<file path="src/rtl/muldiv_pkg.sv">
// Shared types and constants for the iterative multiply/divide unit.
// Optional divide-by-zero flag: define MULDIV_DIV0_FLAG_EN.
package muldiv_pkg;

    localparam int MD_WIDTH = 32;

    typedef enum logic [1:0] {
        MD_MULT  = 2'b00,
        MD_MULTU = 2'b01,
        MD_DIV   = 2'b10,
        MD_DIVU  = 2'b11
    } muldiv_op_t;

    typedef logic [1:0] md_state_t;
    localparam md_state_t MD_IDLE = 2'd0;
    localparam md_state_t MD_RUN  = 2'd1;
    localparam md_state_t MD_DONE = 2'd2;

endpackage

</file>
<file path="src/rtl/muldiv_if.sv">
// Operand/result bundle between the execute stage and muldiv32.
// The div0 member exists only when MULDIV_DIV0_FLAG_EN is defined.
interface muldiv_if #(parameter int WIDTH = muldiv_pkg::MD_WIDTH);
    import muldiv_pkg::*;

    // start is taken only while busy is low; once taken, busy stays high until
    // the cycle after the single-cycle done pulse, and hi/lo are valid with done.
    logic             start;
    muldiv_op_t       op;
    logic [WIDTH-1:0] a;
    logic [WIDTH-1:0] b;
    logic             hi_we;
    logic             lo_we;
    logic [WIDTH-1:0] wdata;
    logic             busy;
    logic             done;
    logic [WIDTH-1:0] hi;
    logic [WIDTH-1:0] lo;
    md_state_t        state;
`ifdef MULDIV_DIV0_FLAG_EN
    logic             div0;
`endif

    modport master (
`ifdef MULDIV_DIV0_FLAG_EN
        input  div0,
`endif
        output start, op, a, b, hi_we, lo_we, wdata,
        input  busy, done, hi, lo, state
    );

    modport slave (
`ifdef MULDIV_DIV0_FLAG_EN
        output div0,
`endif
        input  start, op, a, b, hi_we, lo_we, wdata,
        output busy, done, hi, lo, state
    );

endinterface

</file>
<file path="src/rtl/muldiv_sign_fix.sv">
// Conditional two's-complement negate, used both to take operand magnitudes
// and to restore the sign of the final result.
module muldiv_sign_fix #(
    parameter int W = 32
) (
    input  logic [W-1:0] x_i,
    input  logic         neg_i,
    output logic [W-1:0] y_o
);

    assign y_o = neg_i ? ((~x_i) + W'(1)) : x_i;

endmodule

</file>
<file path="src/rtl/muldiv32.sv">
// Iterative 32-bit MULT/MULTU/DIV/DIVU unit with HI/LO registers, one bit per cycle.
// Define MULDIV_DIV0_FLAG_EN to add a sticky divide-by-zero flag (div0).
module muldiv32
    import muldiv_pkg::*;
#(
    parameter int WIDTH = MD_WIDTH
) (
    input  logic     clk,
    input  logic     reset,
    muldiv_if.slave  bus
);

    localparam int             CW   = $clog2(WIDTH);
    localparam logic [CW-1:0]  LAST = CW'(WIDTH - 1);

    md_state_t          state_q, state_d;
    logic [CW-1:0]      count_q, count_d;
    logic [2*WIDTH-1:0] acc_q, acc_d;
    logic [WIDTH-1:0]   dvs_q, dvs_d;
    logic               div_q, div_d;
    logic               sa_q, sa_d;
    logic               sb_q, sb_d;
    logic               bz_q, bz_d;
    logic [WIDTH-1:0]   hi_q, hi_d;
    logic [WIDTH-1:0]   lo_q, lo_d;
`ifdef MULDIV_DIV0_FLAG_EN
    logic               div0_q, div0_d;
`endif

    logic               a_neg, b_neg;
    logic [WIDTH-1:0]   a_abs, b_abs;

    assign a_neg = ~bus.op[0] & bus.a[WIDTH-1];
    assign b_neg = ~bus.op[0] & bus.b[WIDTH-1];

    muldiv_sign_fix #(.W(WIDTH)) u_abs_a (.x_i(bus.a), .neg_i(a_neg), .y_o(a_abs));
    muldiv_sign_fix #(.W(WIDTH)) u_abs_b (.x_i(bus.b), .neg_i(b_neg), .y_o(b_abs));

    // acc holds {partial product, multiplier} or {remainder, dividend/quotient}.
    logic [WIDTH:0]     mul_sum;
    logic [2*WIDTH-1:0] mul_next;
    logic [WIDTH:0]     rem_sh;
    logic [WIDTH:0]     div_diff;
    logic               qbit;
    logic [2*WIDTH-1:0] div_next;
    logic [2*WIDTH-1:0] step;

    assign mul_sum  = {1'b0, acc_q[2*WIDTH-1:WIDTH]} + {1'b0, dvs_q & {WIDTH{acc_q[0]}}};
    assign mul_next = {mul_sum, acc_q[WIDTH-1:1]};
    assign rem_sh   = acc_q[2*WIDTH-1:WIDTH-1];
    assign div_diff = rem_sh - {1'b0, dvs_q};
    assign qbit     = ~div_diff[WIDTH];
    assign div_next = {(qbit ? div_diff[WIDTH-1:0] : rem_sh[WIDTH-1:0]), acc_q[WIDTH-2:0], qbit};
    assign step     = div_q ? div_next : mul_next;

    logic [2*WIDTH-1:0] prod_s;
    logic [WIDTH-1:0]   quo_s, rem_s;

    muldiv_sign_fix #(.W(2*WIDTH)) u_fix_prod (.x_i(step), .neg_i(sa_q ^ sb_q), .y_o(prod_s));
    muldiv_sign_fix #(.W(WIDTH))   u_fix_quo  (.x_i(step[WIDTH-1:0]), .neg_i(sa_q ^ sb_q), .y_o(quo_s));
    muldiv_sign_fix #(.W(WIDTH))   u_fix_rem  (.x_i(step[2*WIDTH-1:WIDTH]), .neg_i(sa_q), .y_o(rem_s));

    always_comb begin
        state_d = state_q;
        count_d = count_q;
        acc_d   = acc_q;
        dvs_d   = dvs_q;
        div_d   = div_q;
        sa_d    = sa_q;
        sb_d    = sb_q;
        bz_d    = bz_q;
        hi_d    = hi_q;
        lo_d    = lo_q;
`ifdef MULDIV_DIV0_FLAG_EN
        div0_d  = div0_q;
`endif
        case (state_q)
            MD_IDLE: begin
                if (bus.hi_we) hi_d = bus.wdata;
                if (bus.lo_we) lo_d = bus.wdata;
                if (bus.start) begin
                    state_d = MD_RUN;
                    count_d = '0;
                    acc_d   = {{WIDTH{1'b0}}, a_abs};
                    dvs_d   = b_abs;
                    div_d   = bus.op[1];
                    sa_d    = a_neg;
                    sb_d    = b_neg;
                    bz_d    = (bus.b == '0);
`ifdef MULDIV_DIV0_FLAG_EN
                    div0_d  = 1'b0;
`endif
                end
            end
            MD_RUN: begin
                acc_d   = step;
                count_d = count_q + 1'b1;
                if (count_q == LAST) begin
                    state_d = MD_DONE;
                    if (div_q) begin
                        // Zero divisor: remainder path already reproduces a; quotient forced to all ones.
                        hi_d = rem_s;
                        lo_d = bz_q ? '1 : quo_s;
`ifdef MULDIV_DIV0_FLAG_EN
                        div0_d = bz_q;
`endif
                    end else begin
                        hi_d = prod_s[2*WIDTH-1:WIDTH];
                        lo_d = prod_s[WIDTH-1:0];
                    end
                end
            end
            MD_DONE: state_d = MD_IDLE;
            default: state_d = MD_IDLE;
        endcase
    end

    always_ff @(posedge clk) begin
        if (reset) begin
            state_q <= MD_IDLE;
            count_q <= '0;
            acc_q   <= '0;
            dvs_q   <= '0;
            div_q   <= 1'b0;
            sa_q    <= 1'b0;
            sb_q    <= 1'b0;
            bz_q    <= 1'b0;
            hi_q    <= '0;
            lo_q    <= '0;
`ifdef MULDIV_DIV0_FLAG_EN
            div0_q  <= 1'b0;
`endif
        end else begin
            state_q <= state_d;
            count_q <= count_d;
            acc_q   <= acc_d;
            dvs_q   <= dvs_d;
            div_q   <= div_d;
            sa_q    <= sa_d;
            sb_q    <= sb_d;
            bz_q    <= bz_d;
            hi_q    <= hi_d;
            lo_q    <= lo_d;
`ifdef MULDIV_DIV0_FLAG_EN
            div0_q  <= div0_d;
`endif
        end
    end

    assign bus.busy  = (state_q != MD_IDLE);
    assign bus.done  = (state_q == MD_DONE);
    assign bus.hi    = hi_q;
    assign bus.lo    = lo_q;
    assign bus.state = state_q;
`ifdef MULDIV_DIV0_FLAG_EN
    assign bus.div0  = div0_q;
`endif

endmodule

</file>
<file path="src/flat_wrapper.sv">
// flat-port wrapper written by rule: the top's interface ports become plain ports
module muldiv32_flat import muldiv_pkg::*;
#(
    parameter int WIDTH = MD_WIDTH
)
  (clk, reset, bus_start, bus_op, bus_a, bus_b, bus_hi_we, bus_lo_we, bus_wdata, bus_busy, bus_done, bus_hi, bus_lo, bus_state);
  muldiv_if #(.WIDTH(WIDTH)) bus_i ();
  input  logic clk;
  input  logic reset;
  input wire logic [$bits(bus_i.start)-1:0] bus_start;
  input wire logic [$bits(bus_i.op)-1:0] bus_op;
  input wire logic [$bits(bus_i.a)-1:0] bus_a;
  input wire logic [$bits(bus_i.b)-1:0] bus_b;
  input wire logic [$bits(bus_i.hi_we)-1:0] bus_hi_we;
  input wire logic [$bits(bus_i.lo_we)-1:0] bus_lo_we;
  input wire logic [$bits(bus_i.wdata)-1:0] bus_wdata;
  output wire logic [$bits(bus_i.busy)-1:0] bus_busy;
  output wire logic [$bits(bus_i.done)-1:0] bus_done;
  output wire logic [$bits(bus_i.hi)-1:0] bus_hi;
  output wire logic [$bits(bus_i.lo)-1:0] bus_lo;
  output wire logic [$bits(bus_i.state)-1:0] bus_state;
  assign bus_i.start = bus_start;
  assign bus_i.op = bus_op;
  assign bus_i.a = bus_a;
  assign bus_i.b = bus_b;
  assign bus_i.hi_we = bus_hi_we;
  assign bus_i.lo_we = bus_lo_we;
  assign bus_i.wdata = bus_wdata;
  assign bus_busy = bus_i.busy;
  assign bus_done = bus_i.done;
  assign bus_hi = bus_i.hi;
  assign bus_lo = bus_i.lo;
  assign bus_state = bus_i.state;
  muldiv32 #(.WIDTH(WIDTH)) u_core (.clk(clk), .reset(reset), .bus(bus_i));
endmodule
</file>
<file path="config.mk">
export PLATFORM = sky130hd
export DESIGN_NAME = muldiv32_flat
export DESIGN_NICKNAME = d
export VERILOG_FILES = /design/src/rtl/muldiv_pkg.sv /design/src/rtl/muldiv_if.sv /design/src/rtl/muldiv_sign_fix.sv /design/src/rtl/muldiv32.sv /design/src/flat_wrapper.sv
export SDC_FILE = /design/constraint.sdc
export NUM_CORES = 1
export LEC_CHECK = 0
export ABC_AREA = 1
export ABC_CLOCK_PERIOD_IN_PS = 4450
export CAP_MARGIN = 15
export CORE_UTILIZATION = 59
export DETAILED_ROUTE_END_ITERATION = 10
export PLACE_DENSITY = 0.84
export SLEW_MARGIN = 20
export SYNTH_ARGS = -nofsm -noshare
export SYNTH_HDL_FRONTEND = slang
export SYNTH_SLANG_ARGS = --single-unit
</file>
<file path="constraint.sdc">
create_clock -name clk -period 4.45 [get_ports clk]
set_clock_uncertainty 0.15 [all_clocks]
set_input_delay 0.89 -clock clk [delete_from_list [all_inputs] [get_ports clk]]
set_output_delay 0.89 -clock clk [all_outputs]
set_load 0.01 [all_outputs]
</file>
==> flow_summary.json <==
{
  "cp-start-kind": "register",
  "cts_tree": "yes",
  "die_w_um": 173.2,
  "fp.coreArea_um2": 28780,
  "path_clk_slew_ns": 0.09,
  "r2r_start": "u_core.acc_q[31]",
  "cp_max_fo": 30,
  "drive_gt1_share_pct": 11.38,
  "viasPerCell": 6.029,
  "cp.arrival_ns": 4.57,
  "row_count": 62,
  "leakagePower_nw": 10.13,
  "die-area_um2": 29990,
  "setup_viol": 0,
  "crit_buf_inv": 5,
  "cts_sinks": 171,
  "synthTopCellsByCount": "nand2_1, inv_1, nor2_1, o21ai_0, nand3_1",
  "ios": 171,
  "grt_max_degree": 81,
  "routed_wl_mm": 69.72,
  "die_h_um": 173.2,
  "fmax_ghz": 0.2320,
  "multi_input_comb_area_um2": 11990,
  "hold_violations": 0,
  "worstSetupEndpoint": "u_core.bus.hi[30]",
  "maxSlewHeadroom_pct": 27.80,
  "place_inst": 3542,
  "setup-tns-final_ns": 0,
  "crit_type": "register to register",
  "ff2ff_path_depth": 30,
  "path_depth": 30,
  "ys_ff_latch": 171,
  "drv_cap": 0,
  "cts-hold-fix-buffers": 0,
  "cts.path.max_buffers": 2,
  "end_kind": "register",
  "grtUsageTotal_pct": 45.18,
  "clk_latency_ns": 0.48,
  "regToRegEndpoint": "u_core.bus.hi[30]",
  "crit_slowest_cell": "fa_2",
  "num-nets-final": 3370,
  "critPathLaunch": "u_core.acc_q[31]",
  "instances_no_fill": 3592,
  "crit_top_cell": "nand2_2",
  "syn_to_final_growth_pct": 20.01,
  "power_w": 0.005783,
  "grt_overflow": 0,
  "status": "completed",
  "synth_cell_type_count": 63,
  "place_area_um2": 19600,
  "synth_edf_count": 0,
  "mappedNetlistArea_um2": 17290,
  "drc": 0,
  "drt_iter0_markers": 3313,
  "rrSetupSlack_ns": 0.14,
  "drt-pass1-iter-count": 9,
  "yosysSeqAreaShare_pct": 19.80,
  "yosys.area.top_type": "nand2_1",
  "ant_nets": 0,
  "grt_pass1_wl_mm": 106.3,
  "grt_pass1_vias": 19410,
  "cp.required_ns": 4.71,
  "wl_per_cell_um": 19.41,
  "tightest_slew_ns": 1.079,
  "p_per_area_nw_per_um2": 278.7,
  "ir_drop_v": 0.0002971,
  "synthTopCellsByArea": "nand2_1, dfxtp_1, inv_1",
  "synth.most_common_cell": "nand2_1",
  "n_fill_cell": 2500,
  "avgSynthCellArea_um2": 5.737,
  "holdWs_ns": 0.3265,
  "cts_buffers": 17,
  "min_period_over_period_pct": 96.84,
  "hold_path_class": "register to register",
  "antenna_cells": 0,
  "final_area_um2": 20750,
  "period_minus_slack_ns": 4.309,
  "async_flop_share_pct": 0,
  "yosysTopAreaCellShare_pct": 20.10,
  "slowest_delay_ns": 0.38,
  "drv_slew": 0,
  "vias": 21660,
  "place_congestion": 1.093,
  "yosys_warnings": 0,
  "htree_levels": 4,
  "synth_ff_type": "dfxtp_1",
  "seqCellArea_um2": 3467,
  "io_buffers": 170,
  "grt_antenna_before_repair": 0,
  "start_util_pct": 60.08,
  "synth_nets": 3189,
  "root_buffer": "clkbuf_16",
  "cp_top_family": "simple AND/OR/NAND/NOR gates",
  "hpwl_mm": 54.36,
  "postSynthCellCount": 3014
}
[layout by cell type, fill, tap and decap left out, types with 7 or more instances in the layout]
| master | n |
|---|---|
| nor4_1 | 7 |
| a41oi_1 | 16 |
| nand2_1 | 916 |
| nand4_1 | 33 |
| xnor2_1 | 38 |
| ha_1 | 50 |
| dfxtp_1 | 146 |
| nor3_1 | 39 |
| a31oi_1 | 49 |
| a21oi_1 | 175 |
| ha_4 | 17 |
| a21oi_2 | 7 |
| o21ai_0 | 199 |
| o221ai_1 | 11 |
| nor2_2 | 23 |
| nand3_1 | 175 |
| nand2_2 | 61 |
| or2_2 | 10 |
| inv_1 | 436 |
| clkbuf_16 | 17 |
| nor2_1 | 239 |
| o21bai_1 | 11 |
| nand3b_1 | 16 |
| o21ai_1 | 13 |
| dfxtp_2 | 20 |
| inv_2 | 21 |
| buf_4 | 100 |
| o21a_1 | 11 |
| nor2_4 | 15 |
| nand2_4 | 11 |
| xor2_1 | 47 |
| nand3_2 | 22 |
| clkdlybuf4s50_1 | 169 |
[sequential cells by signal (all words and copies together), names as in the netlist]
| name | flops |
|---|---|
| u_core.acc_q | 64 |
| u_core.bus.hi | 32 |
| u_core.bus.lo | 32 |
| u_core.dvs_q | 32 |
| u_core.count_q | 5 |
| u_core.bus.state | 2 |
| u_core.bz_q | 1 |
| u_core.div_q | 1 |
| u_core.sa_q | 1 |
| u_core.sb_q | 1 |
[stage by stage]
stage	utilization (%)	setup WS [ns]
floorplan	-	0.4906
global placement	68.09	0.1771
detailed placement	68.09	-0.008786
CTS	70.24	0.004209
global route	72.10	-0.03419
finish	72.10	0.1406
[report_power, final]
part	total, W	switching [W]	internal (W)
clock	0.00163	0.000763	0.000867
sequential	0.00174	0.0000959	0.00165
combinational	0.00241	0.00157	0.000843
total	0.00578	0.00243	0.00336
[cell families after synthesis]
| group | Yosys count | share of synthesized area [%] |
|---|---|---|
| buffers and inverters | 570 | 13.01 |
| DFF | 171 | 19.80 |
| muxes | 1 | 0.05789 |
| AOI/OAI and AO/OA | 530 | 17.53 |
| adders and majority gates | 72 | 5.297 |
| xor gates and xnor gates | 85 | 4.306 |
| and+or+nand+nor | 1585 | 40.00 |
[metal layers]
layer | part of all wire, % | GRT usage, % | vias to the layer above
met1 | 40 | 62.43 | 9803
met2 | 41 | 67.19 | 1583
met4 | 4.2 | 17.33 | 0
met5 | 0 | 0 | -
li1 | - | - | 10020
met3 | 14 | 11.37 | 250
[worst min path at each step]
stage,startpoint,end,slack (ns),cells after the start
6_report,u_core.bus.hi[31],u_core.bus.hi[31],0.33,2
5_1_grt,u_core.count_q[4],u_core.count_q[4],0.35,2
4_1_cts,u_core.bus.hi[31],u_core.bus.hi[31],0.32,2
3_5_place_dp,u_core.bus.hi[31],u_core.bus.hi[31],0.31,2
3_3_place_gp,u_core.count_q[4],u_core.count_q[4],0.30,2
2_1_floorplan,u_core.bz_q,u_core.bz_q,0.27,2
[final cells by class]
class / count / share of cell area [%]
Multi-Input combinational cell: 2273 / 57.79
Sequential cell: 171 / 16.71
Timing Repair Buffer: 271 / 11.89
Inverter: 461 / 8.345
Tap cell: 384 / 2.315
Clock buffer: 18 / 2.116
Clock inverter: 14 / 0.8321
[worst min-delay path: cells and delay by family (launching register included)]
kind,cells,cell delay [ns]
compound gates,1,0.05
flops,1,0.32
simple gates,1,0.06
[repair_timing]
item | 4_1_cts | 5_1_grt
resized for setup | 2 | 93
setup buffers | 0 | 18
pin swaps | 1 | 23
endpoints found under the setup margin | 4 | 20
No activity file was read; power rests on OpenSTA's default activity.
